**config.mk**
```make
export PLATFORM = sky130hd
export DESIGN_NAME = ex_mem_stage
export DESIGN_NICKNAME = d
export VERILOG_FILES = /design/src/rtl/ex_mem_stage.sv
export SDC_FILE = /design/constraint.sdc
export NUM_CORES = 1
export LEC_CHECK = 0
export BUFFER_PORTS_ARGS = -buffer_cell sky130_fd_sc_hd__buf_2
export CAP_MARGIN = 30
export CORE_MARGIN = 8
export CORE_UTILIZATION = 40
export CTS_CLUSTER_SIZE = 25
export DETAILED_ROUTE_END_ITERATION = 6
export PLACE_DENSITY_LB_ADDON = 0.15
export SLEW_MARGIN = 5
export SYNTH_ARGS = -nofsm -noshare
export SYNTH_HDL_FRONTEND = slang
export SYNTH_SLANG_ARGS = --single-unit
```
**constraint.sdc**
```tcl
create_clock -name clk -period 1.8 [get_ports clk]
set_input_delay 0 -clock clk [delete_from_list [all_inputs] [get_ports clk]]
set_output_delay 0 -clock clk [all_outputs]
set_load 0.01 [all_outputs]
```
**src/rtl/ex_mem_stage.sv**
```systemverilog
// EX/MEM pipeline register with condition-flag derivation and the architectural flags register.
// Define EX_MEM_FLAG_BYPASS_EN to expose next-cycle flags combinationally on the flags output.
module ex_mem_stage #(
  parameter int WIDTH    = 64,
  parameter int REG_BITS = 5
) (
  input  logic                clk,
  input  logic                reset,
  input  logic                ex_valid,
  input  logic [WIDTH-1:0]    alu_result,
  input  logic                alu_co,
  input  logic                alu_ci_msb,
  input  logic [2:0]          alu_sel,
  input  logic                set_flags,
  input  logic [REG_BITS-1:0] ex_rd,
  input  logic                ex_reg_write,
  input  logic                ex_mem_read,
  input  logic                ex_mem_write,
  input  logic [WIDTH-1:0]    ex_store_data,
  input  logic                stall,
  input  logic                flush,
  output logic                mem_valid,
  output logic [WIDTH-1:0]    mem_alu_result,
  output logic [WIDTH-1:0]    mem_store_data,
  output logic [REG_BITS-1:0] mem_rd,
  output logic                mem_reg_write,
  output logic                mem_mem_read,
  output logic                mem_mem_write,
  output logic [3:0]          flags
);

  logic                valid_d, valid_q;
  logic [WIDTH-1:0]    result_d, result_q;
  logic [WIDTH-1:0]    store_d, store_q;
  logic [REG_BITS-1:0] rd_d, rd_q;
  logic                reg_write_d, reg_write_q;
  logic                mem_read_d, mem_read_q;
  logic                mem_write_d, mem_write_q;
  logic [3:0]          flags_d, flags_q;

  logic [3:0] flags_new;
  logic       arith_sel, legal_sel, flag_en;

  // Flags are {N, Z, C, V}; C/V only carry meaning for add/sub.
  always_comb begin
    arith_sel    = (alu_sel == 3'b010) || (alu_sel == 3'b011);
    legal_sel    = (alu_sel != 3'b001) && (alu_sel != 3'b111);
    flags_new[3] = alu_result[WIDTH-1];
    flags_new[2] = (alu_result == '0);
    flags_new[1] = arith_sel & alu_co;
    flags_new[0] = arith_sel & (alu_co ^ alu_ci_msb);
    flag_en      = ex_valid & set_flags & ~stall & ~flush & legal_sel;
    flags_d      = flag_en ? flags_new : flags_q;
  end

  always_comb begin
    valid_d     = valid_q;
    result_d    = result_q;
    store_d     = store_q;
    rd_d        = rd_q;
    reg_write_d = reg_write_q;
    mem_read_d  = mem_read_q;
    mem_write_d = mem_write_q;
    if (!stall) begin
      if (flush) begin
        valid_d     = 1'b0;
        result_d    = '0;
        store_d     = '0;
        rd_d        = '0;
        reg_write_d = 1'b0;
        mem_read_d  = 1'b0;
        mem_write_d = 1'b0;
      end else begin
        // Data fields load even for a non-valid slot; only controls are masked.
        valid_d     = ex_valid;
        result_d    = alu_result;
        store_d     = ex_store_data;
        rd_d        = ex_rd;
        reg_write_d = ex_valid & ex_reg_write;
        mem_read_d  = ex_valid & ex_mem_read;
        mem_write_d = ex_valid & ex_mem_write;
      end
    end
  end

  always_ff @(posedge clk) begin
    if (!reset) begin
      valid_q     <= 1'b0;
      result_q    <= '0;
      store_q     <= '0;
      rd_q        <= '0;
      reg_write_q <= 1'b0;
      mem_read_q  <= 1'b0;
      mem_write_q <= 1'b0;
      flags_q     <= 4'b0000;
    end else begin
      valid_q     <= valid_d;
      result_q    <= result_d;
      store_q     <= store_d;
      rd_q        <= rd_d;
      reg_write_q <= reg_write_d;
      mem_read_q  <= mem_read_d;
      mem_write_q <= mem_write_d;
      flags_q     <= flags_d;
    end
  end

  assign mem_valid      = valid_q;
  assign mem_alu_result = result_q;
  assign mem_store_data = store_q;
  assign mem_rd         = rd_q;
  assign mem_reg_write  = reg_write_q;
  assign mem_mem_read   = mem_read_q;
  assign mem_mem_write  = mem_write_q;

`ifdef EX_MEM_FLAG_BYPASS_EN
  // Lets a branch right behind a flag setter resolve without a bubble.
  assign flags = flags_d;
`else
  assign flags = flags_q;
`endif

endmodule

```
# Yosys cells after proc, flatten, opt, wreduce, memory -nomap -nowiden
# Index checks and enable logic that the tools add are counted.
[classes]
eq_ne = 4
mux = 7
bitwise_logic = 12
reduce_logical = 3
[op_table]
columns = ["op", "count"]
rows = [
  ["2-to-1 mux 64 bit", 2],
  ["zero test 64 bit", 1],
  ["AND 1 bit", 9],
  ["equality test 3 x 2 -> 1 bit, second input constant", 2],
  ["2-to-1 mux 5 bit", 1],
  ["2-to-1 mux 1 bit", 4],
  ["!= test 3 x 1 -> 1 bit, second input constant", 1],
  ["!= test 3 bit, second input constant", 1],
  ["inverter 1 bit", 2],
  ["logical AND 1 bit", 1],
  ["logical OR 1 bit", 1],
  ["bitwise XOR 1 bit", 1],
]
[word_totals]
reg_bits = 141
in_bits = 147
output_inout_bits = 141

# Logic depth before layout (Yosys ltp)
# Gate-level depths: netlist of run 1.
[depth]
depth_word = 4
depth_mapped = 6

# Least setup slack after synthesis of run 1
# OpenSTA, ideal clock, no wires.
[synth_timing]
path_kind = "input -> register"
startpoint = "in alu_result[30]"
endpoint = "reg flags_q[2], in the netlist flags[2]"
setup_ns = 0.075
arrival_ns = 0.967
slack_ns = 0.758
cell_stages = 4
path_cell_list = "nor4_1 -> nand4_1 -> or4_1 -> o22ai_1"
[synth_via]
elab_chain_len = 1
[synth_lines]
columns = ["element", "line_no", "rtl"]
rows = [
  ["start, declared", "10", "input logic [WIDTH-1:0] alu_result,"],
  ["zero test 64 bit", "49", "flags_new[2] = (alu_result == '0);"],
  ["end signal, assigned", "104", "flags_q <= flags_d;"],
  ["end, declared", "39", "logic [3:0] flags_d, flags_q;"],
]
# No other way between the ends.
# A chain may end at the register's enable or synchronous reset.

# Worst setup path in the final report of run 1
[layout_timing]
startpoint = "in alu_sel[0]"
endpoint = "reg flags_q[0], in the netlist flags[0]"
[layout_via]
elab_chain_len = 3
word_cells_on_any_way = 8
[layout_lines]
columns = ["element", "line_no", "rtl"]
rows = [
  ["start, declared", "13", "input logic [2:0] alu_sel,"],
  ["equality test 3 x 2 -> 1 bit, or another cell as far along", "46", "arith_sel = (alu_sel == 3'b010) || (alu_sel == 3'b011);"],
  ["logical OR 1 bit / logical AND 1 bit (equally long branches)", "46, 47", ""],
  ["AND 1 bit, on equally long branches", "51, 52", ""],
]
# Several ways; a longest one is shown, not always the timed one.

==> reports/qor.txt, run 1 <==
status = finished, final reports clean
Synth Area in Adders = 0%
class of the worst hold path = primary input to register
P_sw = 1.842 mW
RePlAce Congestion = 0.8558
grt ovf = 0
die height = 130.0 um
most frequent CP cell = dlygate4sd3_1
Critical Path RT = 2.15 ns
Worst slew margin = 50.64%
Setup crit end = flags[0]
IO Port Bufs = 287
Rows = 41
Num CTS Buffers = 17
number of global-route vias before repair = 5949
Die X = 130.0 um
maximum VDD drop = 0.0006523 V
fillcell total = 940
die area = 0.01690 mm^2
Syn. warnings = 0
worst-path maximum fanout = 7
gr usage total = 23.27%
max-slew violations = 0
routed vias = 5619
logic gate share of total power = 12.8%
Initial Util = 41.04%
crit path launch type = primary input
multiplexer area fraction after synthesis = 0.1925%
clock power share = 46.8%
Max Root-Sink Buffers = 2
Core Area = 0.01267 mm^2
CTS H-tree depth = 4
clock sink count = 141
#FFs+latches synth = 141
syn nets = 656
global route hottest layer = met2
sequence of cells on the critical path = dlygate4sd3_1, buf_2, a2111oi_4, buf_4, nand4b_1, dlygate4sd3_1, a21boi_1
crit-path max cell delay = 0.57 ns
fin crit period = 1.641 ns
syn avg cell area = 10.22 um^2
Mapped Cells = 509
Worst R2R Setup Slack = 1.07 ns
Sw Share = 22.54%
final core occ = 69.90%
Storage cell area = 0.002823 mm^2
Skew-Pair Late Insertion Delay = 0.41 ns
Pwr per Cell Area = 922.7 mW/mm^2
period utilization = 91.15%
DR vias/cell = 5.076
Global Route met1 Usage = 25.01%
placed cell count = 929
fin cells = 1107
Worst Setup SP = alu_sel[0]
slowest CP cell = dlygate4sd3_1
reg2reg end = mem_alu_result[31]
global-route wire length before repair = 30910 um
clk slew on worst S/H paths = 0.06 ns
root buffer cell = clkbuf_16
initial antenna violation count = 0
Slew @ Worst Pin = 0.7386 ns
Seq pwr share = 40.4%
initial DRC count = 292
final hold vios = 0
most common cell after layout, fill and taps aside = buf_2
Final Net Count = 1066
Synth Area in XOR/XNOR = 0.3369%
area grow syn2layout = 70.33%
area of the mapped netlist = 0.005200 mm^2
drt total wl = 20130 um
Setup crit end kind = register
largest family of logic cells by synthesized area = simple AND/OR/NAND/NOR gates
RSZ-0062 raised after global routing = false
Synth cell types = 25
DP Worst Slack = 0.2876 ns
R2R cell count = 2
final setup fails = 0
Reg2Reg Launch Point = mem_alu_result[31]
post-synthesis sequential area ratio = 54.28%
Ports = 288
DR WL/cell = 18.18 um
WP data arrival = 1.99 ns
leak pwr = 3.927 nW
CTS tree = done
largest net degree at the start of global routing = 113
First-pass DRT Iterations = 5
Simple-Gate Fraction of Synth Area = 21.08%
post-route ant nets = 0
DRC violation count after routing = 0
Max Cap Viol = 0
GR Layer Usage met2 = 38.96%
setup TNS = 0 ns
FMAX = 0.6095 GHz
commonest non-fill, non-tap cells in the layout = buf_2, dfxtp_1, dlygate4sd3_1
cell-internal power = 6.330 mW
layout cells sized above 1 = 35.09%
critical path class = primary input to register
post-synthesis compound-gate area fraction = 20.43%
M3 GR Usage = 8.078%
Setup Skew = 0 ns
area of the multi-input gates = 0.002201 mm^2
final worst-path setup slack = 0.1594 ns
post-DP HPWL = 13000 um
[area by class of cell]
class / instances / area share [%]
clock inverters: 11 / 2.133
flip-flops and latches: 141 / 31.87
clock buffers: 21 / 5.198
multi-input cells: 322 / 24.85
repair buffers: 436 / 33.39
well taps: 172 / 2.430
inverters: 1 / 0.04238
diodes: 3 / 0.08476
[metrics by stage]
step                      instance area, um^2  hold slack, ns  power (mW)
after global placement                   6759          0.2536       4.126
final                                    8857         0.03825       8.172
after CTS                                8830         0.01536       8.206
after global routing                     8850         0.03866       8.457
after floorplan                          5200          0.1665       3.747
after detailed placement                 6759          0.2621       4.145
[synthesized netlist by cell type]
cell type / number / area, um^2
nand4_1: 4 / 25.02
inv_1: 1 / 3.750
nor2b_1: 135 / 844.6
o21ai_0: 4 / 20.02
nor2_1: 2 / 7.510
a21oi_1: 2 / 10.01
nor4_1: 14 / 87.58
xnor2_1: 1 / 8.760
nor4b_1: 1 / 8.760
a2111oi_4: 1 / 27.53
nand2_1: 9 / 33.78
nor3b_1: 2 / 15.01
o22ai_1: 1 / 6.260
nand2b_1: 3 / 18.77
and2_1: 4 / 25.02
mux2i_1: 1 / 10.01
clkbuf_1: 30 / 112.6
or4_1: 1 / 7.510
buf_2: 15 / 75.07
xor2_1: 1 / 8.760
nor3_1: 1 / 5.000
dfxtp_1: 141 / 2823
nand4b_1: 2 / 17.52
a21boi_1: 2 / 15.01
a22oi_1: 131 / 983.4
[routing by layer]
metal / wire (um) / vias up
met5: 0 / -
met4: 833 / 0
met3: 1858 / 59
met2: 9634 / 272
met1: 7800 / 2635
li1: - / 2653
[worst min path at each step]
stage | from | endpoint | cells past startpoint
final | alu_result[52] | mem_alu_result[52] | 4
after global routing | alu_result[52] | mem_alu_result[52] | 4
after CTS | alu_result[52] | mem_alu_result[52] | 4
after detailed placement | ex_store_data[6] | mem_store_data[6] | 3
after global placement | ex_store_data[7] | mem_store_data[7] | 3
after floorplan | alu_result[0] | mem_alu_result[0] | 2
[logic make-up after synthesis]
group	after synthesis
DFF	141
AOI/OAI and AO/OA	141
buffers and inverters	46
xor gates and xnor gates	2
and+or+nand+nor	178
muxes	1
[power groups by stage]
stage | clock network [mW] | logic (mW) | registers [mW]
floorplan | 0 | 0.329 | 3.42
global placement | 0 | 0.768 | 3.36
detailed placement | 0 | 0.783 | 3.36
CTS | 3.88 | 1.03 | 3.30
global route | 4.02 | 1.13 | 3.31
finish | 3.83 | 1.04 | 3.30
[what timing repair did]
item / in CTS / in global routing
endpoints found under the hold margin: 140 / 0
setup buffers: 0 / 2
hold buffers: 142 / 0
resized for setup: 0 / 2
setup endpoints to repair: 0 / 3
[state kept, by name (all words and copies together) (netlist names)]
signal / flops
flags: 4
mem_alu_result: 64
mem_mem_read: 1
mem_mem_write: 1
mem_rd: 5
mem_reg_write: 1
mem_store_data: 64
mem_valid: 1
[worst max-delay path, delay by kind of cell]
family | cells | cell delay [ns]
and+or+nand+nor | 1 | 0.10
buffers and inverters | 4 | 1.45
AOI/OAI and AO/OA | 2 | 0.42
(Power assumes the default switching activity.)
==> inputs of run 2 (changes only) <==
--- a/config.mk
+++ b/config.mk
@@ -11,6 +11,7 @@
 export CORE_UTILIZATION = 40
 export CTS_CLUSTER_SIZE = 25
 export DETAILED_ROUTE_END_ITERATION = 6
+export GPL_TIMING_DRIVEN = 0
 export PLACE_DENSITY_LB_ADDON = 0.15
 export SLEW_MARGIN = 5
 export SYNTH_ARGS = -nofsm -noshare
==> run 2 against run 1 <==
  * Worst setup slack improved by 0.082 ns
  * Non-clock buffer count rose by 36
  * Count of clock-buffer cells in the layout rose by 6
  * Flip-flop and latch count did not move
  * Final area rose by 0.58%
  * Worst hold slack got worse by 0.0037 ns
  * Via count rose by 1.3%
  * Largest power group unchanged
  * Sequential share of layout area fell by 0.18 points
  * Core utilization rose by 0.40 points
  * Cell count rose by 3.1%
  * Critical endpoint is now flags[2]
==> reports/qor.txt, run 2 (synthesis gave the netlist of run 1 again) <==
status = finished, final reports clean
largest net degree at the start of global routing = 17
clock sink count = 141
fillcell total = 946
area grow syn2layout = 71.32%
initial DRC count = 316
final setup fails = 0
WP data arrival = 1.90 ns
CTS tree = done
DR WL/cell = 18.07 um
period utilization = 86.58%
Setup Skew = 0 ns
commonest non-fill, non-tap cells in the layout = buf_2, dfxtp_1, dlygate4sd3_1
drt total wl = 20620 um
class of the worst hold path = primary input to register
number of global-route vias before repair = 6076
Pwr per Cell Area = 911.9 mW/mm^2
worst-path maximum fanout = 2
critical path class = primary input to register
Setup crit end kind = register
gr usage total = 24.07%
final core occ = 70.31%
Die X = 130.0 um
Slew @ Worst Pin = 0.6120 ns
CTS H-tree depth = 4
Max Root-Sink Buffers = 2
DRC violation count after routing = 0
Skew-Pair Late Insertion Delay = 0.41 ns
Core Area = 0.01267 mm^2
Critical Path RT = 2.14 ns
Ports = 288
Max Cap Viol = 0
initial antenna violation count = 1
fin crit period = 1.559 ns
DR vias/cell = 4.989
RSZ-0062 raised after global routing = false
Num CTS Buffers = 17
First-pass DRT Iterations = 4
Initial Util = 41.04%
die area = 0.01690 mm^2
Rows = 41
crit path launch type = primary input
max-slew violations = 0
most common cell after layout, fill and taps aside = buf_2
root buffer cell = clkbuf_16
global-route wire length before repair = 31370 um
Worst slew margin = 59.20%
FMAX = 0.6416 GHz
routed vias = 5693
setup TNS = 0 ns
WHS = 0.03453 ns
post-DP HPWL = 14870 um
Setup Fix Bufs, Post-CTS = 0
clk slew on worst S/H paths = 0.05 ns
final hold vios = 0
RePlAce Congestion = 0.9015
layout cells sized above 1 = 34.09%
post-route ant nets = 0
die height = 130.0 um
Final Net Count = 1102
IO Port Bufs = 286
maximum VDD drop = 0.0005025 V
grt ovf = 0
leak pwr = 3.970 nW
## run 2: cell types whose count changed in the layout (fill, tap and decap cells not counted), sizes merged
cell	before	now
clkbuf	21	57
diode	3	1
clkinvlp	2	0
clkinv	4	1
dlymetal6s4s	1	0
bufinv	5	4
buf	294	301
## run 2: final cells by class
type / count / area [um^2] / share of cell area (%)
Buffer: 45 / 187.7 / 2.107
Antenna cell: 1 / 2.502 / 0.02809
Inverter: 1 / 3.754 / 0.04213
Clock inverter: 5 / 125.1 / 1.404
Tap cell: 172 / 215.2 / 2.416
Multi-Input combinational cell: 322 / 2186 / 24.54
Clock buffer: 27 / 523.0 / 5.871
Timing Repair Buffer: 427 / 2843 / 31.91
Sequential cell: 141 / 2823 / 31.69
## run 2: report_power, final
part | switching (mW) | internal [mW] | total (mW)
logic | 0.488 | 0.570 | 1.06
registers | 0.0611 | 3.24 | 3.30
clock network | 1.22 | 2.54 | 3.77
## run 2: layer usage
| metal | global-route usage (%) | up-vias | part of all wire [%] |
|---|---|---|---|
| li1 | - | 2725 | - |
| met1 | 24.91 | 2648 | 38 |
| met2 | 42.79 | 260 | 49 |
| met3 | 7.507 | 60 | 8.8 |
| met4 | 13.05 | 0 | 4.1 |
| met5 | 0 | - | 0 |
## run 2: worst paths after layout
kind | startpoint | endpoint | slack [ns] | cells past startpoint
max reg2reg | mem_store_data[6] | mem_store_data[6] | 1.08 | 2
min | set_flags | flags[2] | 0.03 | 5
max | alu_result[5] | flags[2] | 0.24 | 6
min reg2reg | flags[0] | flags[0] | 0.46 | 2
## run 2: timing repair
action                    in CTS  in global routing
hold endpoints to repair     140                  0
gates resized for setup        0                  0
hold buffers                 141                  0
## run 2: worst max-delay path: stages
cell	delay, ns
dlygate4sd3_1	0.54
buf_2	0.13
nor4_1	0.44
nand2_1	0.15
or4_1	0.51
o22ai_1	0.12
## run 2: per-stage QoR
step	setup WS [ns]	power, mW	cell area [um^2]	cells
3_5_place_dp	0.1664	4.169	6847	967
2_1_floorplan	0.7582	3.747	5200	509
4_1_cts	0.2568	8.175	8906	1140
5_1_grt	0.1749	8.434	8909	1141
6_report	0.2415	8.124	8909	1141
3_3_place_gp	0.2793	4.145	6847	967
==> inputs of run 3 (changes only) <==
--- a/config.mk
+++ b/config.mk
@@ -12,7 +12,7 @@
 export CTS_CLUSTER_SIZE = 25
 export DETAILED_ROUTE_END_ITERATION = 6
 export GPL_TIMING_DRIVEN = 0
-export PLACE_DENSITY_LB_ADDON = 0.15
+export PLACE_DENSITY = 0.74
 export SLEW_MARGIN = 5
 export SYNTH_ARGS = -nofsm -noshare
 export SYNTH_HDL_FRONTEND = slang
==> run 3 against run 2 <==
  * Count of clock-buffer cells in the layout shrank 7
  * Clock skew did not move
  * Routed wire length up 6.8%
  * Flip-flop and latch count did not move
  * Die area unchanged
  * Critical path depth is the same
  * Total power shrank 3.9%
  * Worst hold slack lost 0.0013 ns
==> reports/qor.txt, run 3 (synthesis gave the netlist of run 1 again) <==
Worst R2R Setup Slack = 1.04 ns
Ports = 288
Final Net Count = 1105
DRC violation count after routing = 0
maximum VDD drop = 0.0005739 V
final hold vios = 0
most frequent CP cell = dlygate4sd3_1
die area = 0.01690 mm^2
Num CTS Buffers = 17
Rows = 41
WP data arrival = 2.09 ns
Initial Util = 41.04%
Critical Path RT = 2.14 ns
max-slew violations = 0
critical path class = primary input to register
HP Start = alu_result[52]
setup TNS = 0 ns
FMAX = 0.5717 GHz
CTS tree = done
Worst slew margin = 55.79%
Max Root-Sink Buffers = 2
die height = 130.0 um
leak pwr = 3.948 nW
number of global-route vias before repair = 6330
post-route ant nets = 0
status = finished, final reports clean
routed vias = 5915
Max Cap Viol = 0
Pwr per Cell Area = 879.8 mW/mm^2
initial antenna violation count = 2
most common cell after layout, fill and taps aside = buf_2
gr usage total = 25.54%
drt total wl = 22020 um
global-route wire length before repair = 33270 um
Setup crit end kind = register
Slew @ Worst Pin = 0.6631 ns
sequence of cells on the critical path = dlygate4sd3_1, buf_2, nor4b_1, nand4_1, dlygate4sd3_1, o22ai_1
First-pass DRT Iterations = 5
layout cells sized above 1 = 34.50%
Reg2Reg Launch Point = mem_store_data[7]
final worst-path setup slack = 0.05075 ns
IO Port Bufs = 286
RePlAce Congestion = 0.8215
post-layout instance area = 0.008872 mm^2
initial DRC count = 347
hold path endpoint = mem_alu_result[52]
crit-path max cell delay = 0.59 ns
post-DP HPWL = 13890 um
RSZ-0062 raised after global routing = false
crit path launch type = primary input
R2R cell count = 2
slowest CP cell = dlygate4sd3_1
Hold Crit Depth = 4
worst-path maximum fanout = 3
period utilization = 97.18%
commonest non-fill, non-tap cells in the layout = buf_2, dlygate4sd3_1, dfxtp_1
area grow syn2layout = 70.62%
DP Worst Slack = 0.1391 ns
Setup Skew = 0 ns
final core occ = 70.02%
DR WL/cell = 19.18 um
reg2reg end = mem_store_data[7]
clk slew on worst S/H paths = 0.06 ns
Die X = 130.0 um
CTS resizes = 0
clock sink count = 141
largest net degree at the start of global routing = 17
grt ovf = 0
Skew-Pair Late Insertion Delay = 0.41 ns
DR vias/cell = 5.152
class of the worst hold path = primary input to register
fin crit period = 1.749 ns
DP Area = 0.006847 mm^2
final setup fails = 0
CTS H-tree depth = 4
Core Area = 0.01267 mm^2
root buffer cell = clkbuf_16
run 3: metrics by stage:
step | hold WS, ns | std cells | total power [mW]
floorplan | 0.1665 | 509 | 3.747
global placement | 0.2527 | 967 | 4.151
detailed placement | 0.2614 | 967 | 4.160
CTS | 0.01975 | 1141 | 7.783
global route | 0.04991 | 1145 | 8.080
finish | 0.03321 | 1148 | 7.806
run 3: critical path, delay by kind of cell:
family | cells | cell delay [ns]
and+or+nand+nor | 2 | 0.72
buffers and inverters | 3 | 1.28
AOI/OAI and AO/OA | 1 | 0.10
run 3: routing by layer:
layer  part of all wire [%]  wire length [um]  up-vias  GRT usage, %
met2                     49             10740      326         42.73
met5                      0                 0        -             0
li1                       -                 -     2733             -
met3                    8.3              1837       91         6.895
met1                     37              8224     2765         27.64
met4                    5.5              1219        0         18.24
run 3: worst max-delay path by stage:
stage / startpoint / to / slack (ns) / cells past startpoint
after global placement: stall / mem_alu_result[21] / 0.22 / 5
after detailed placement: stall / mem_store_data[40] / 0.14 / 5
after CTS: alu_sel[0] / flags[1] / 0.12 / 6
after floorplan: alu_result[30] / flags[2] / 0.76 / 4
final: alu_result[63] / flags[2] / 0.05 / 6
after global routing: alu_result[17] / flags[2] / 0.009 / 6
run 3: what timing repair did:
action	4_1_cts	5_1_grt
endpoints found under the setup margin	0	3
setup buffers	0	2
hold buffers	142	0
hold endpoints to repair	140	0
run 3: layout make-up:
cell class	instances	area [um^2]
fillers	924	3799
repair buffers	430	2868
flip-flops and latches	141	2823
multi-input cells	322	2186
clock buffers	20	456.7
well taps	172	215.2
plain buffers	45	187.7
clock inverters	12	120.1
diodes	5	12.51
inverters	1	3.754
run 3: power by group:
part	internal (mW)	switching [mW]
clock	2.10	1.33
sequential	3.24	0.0639
combinational	0.569	0.508
total	5.91	1.90
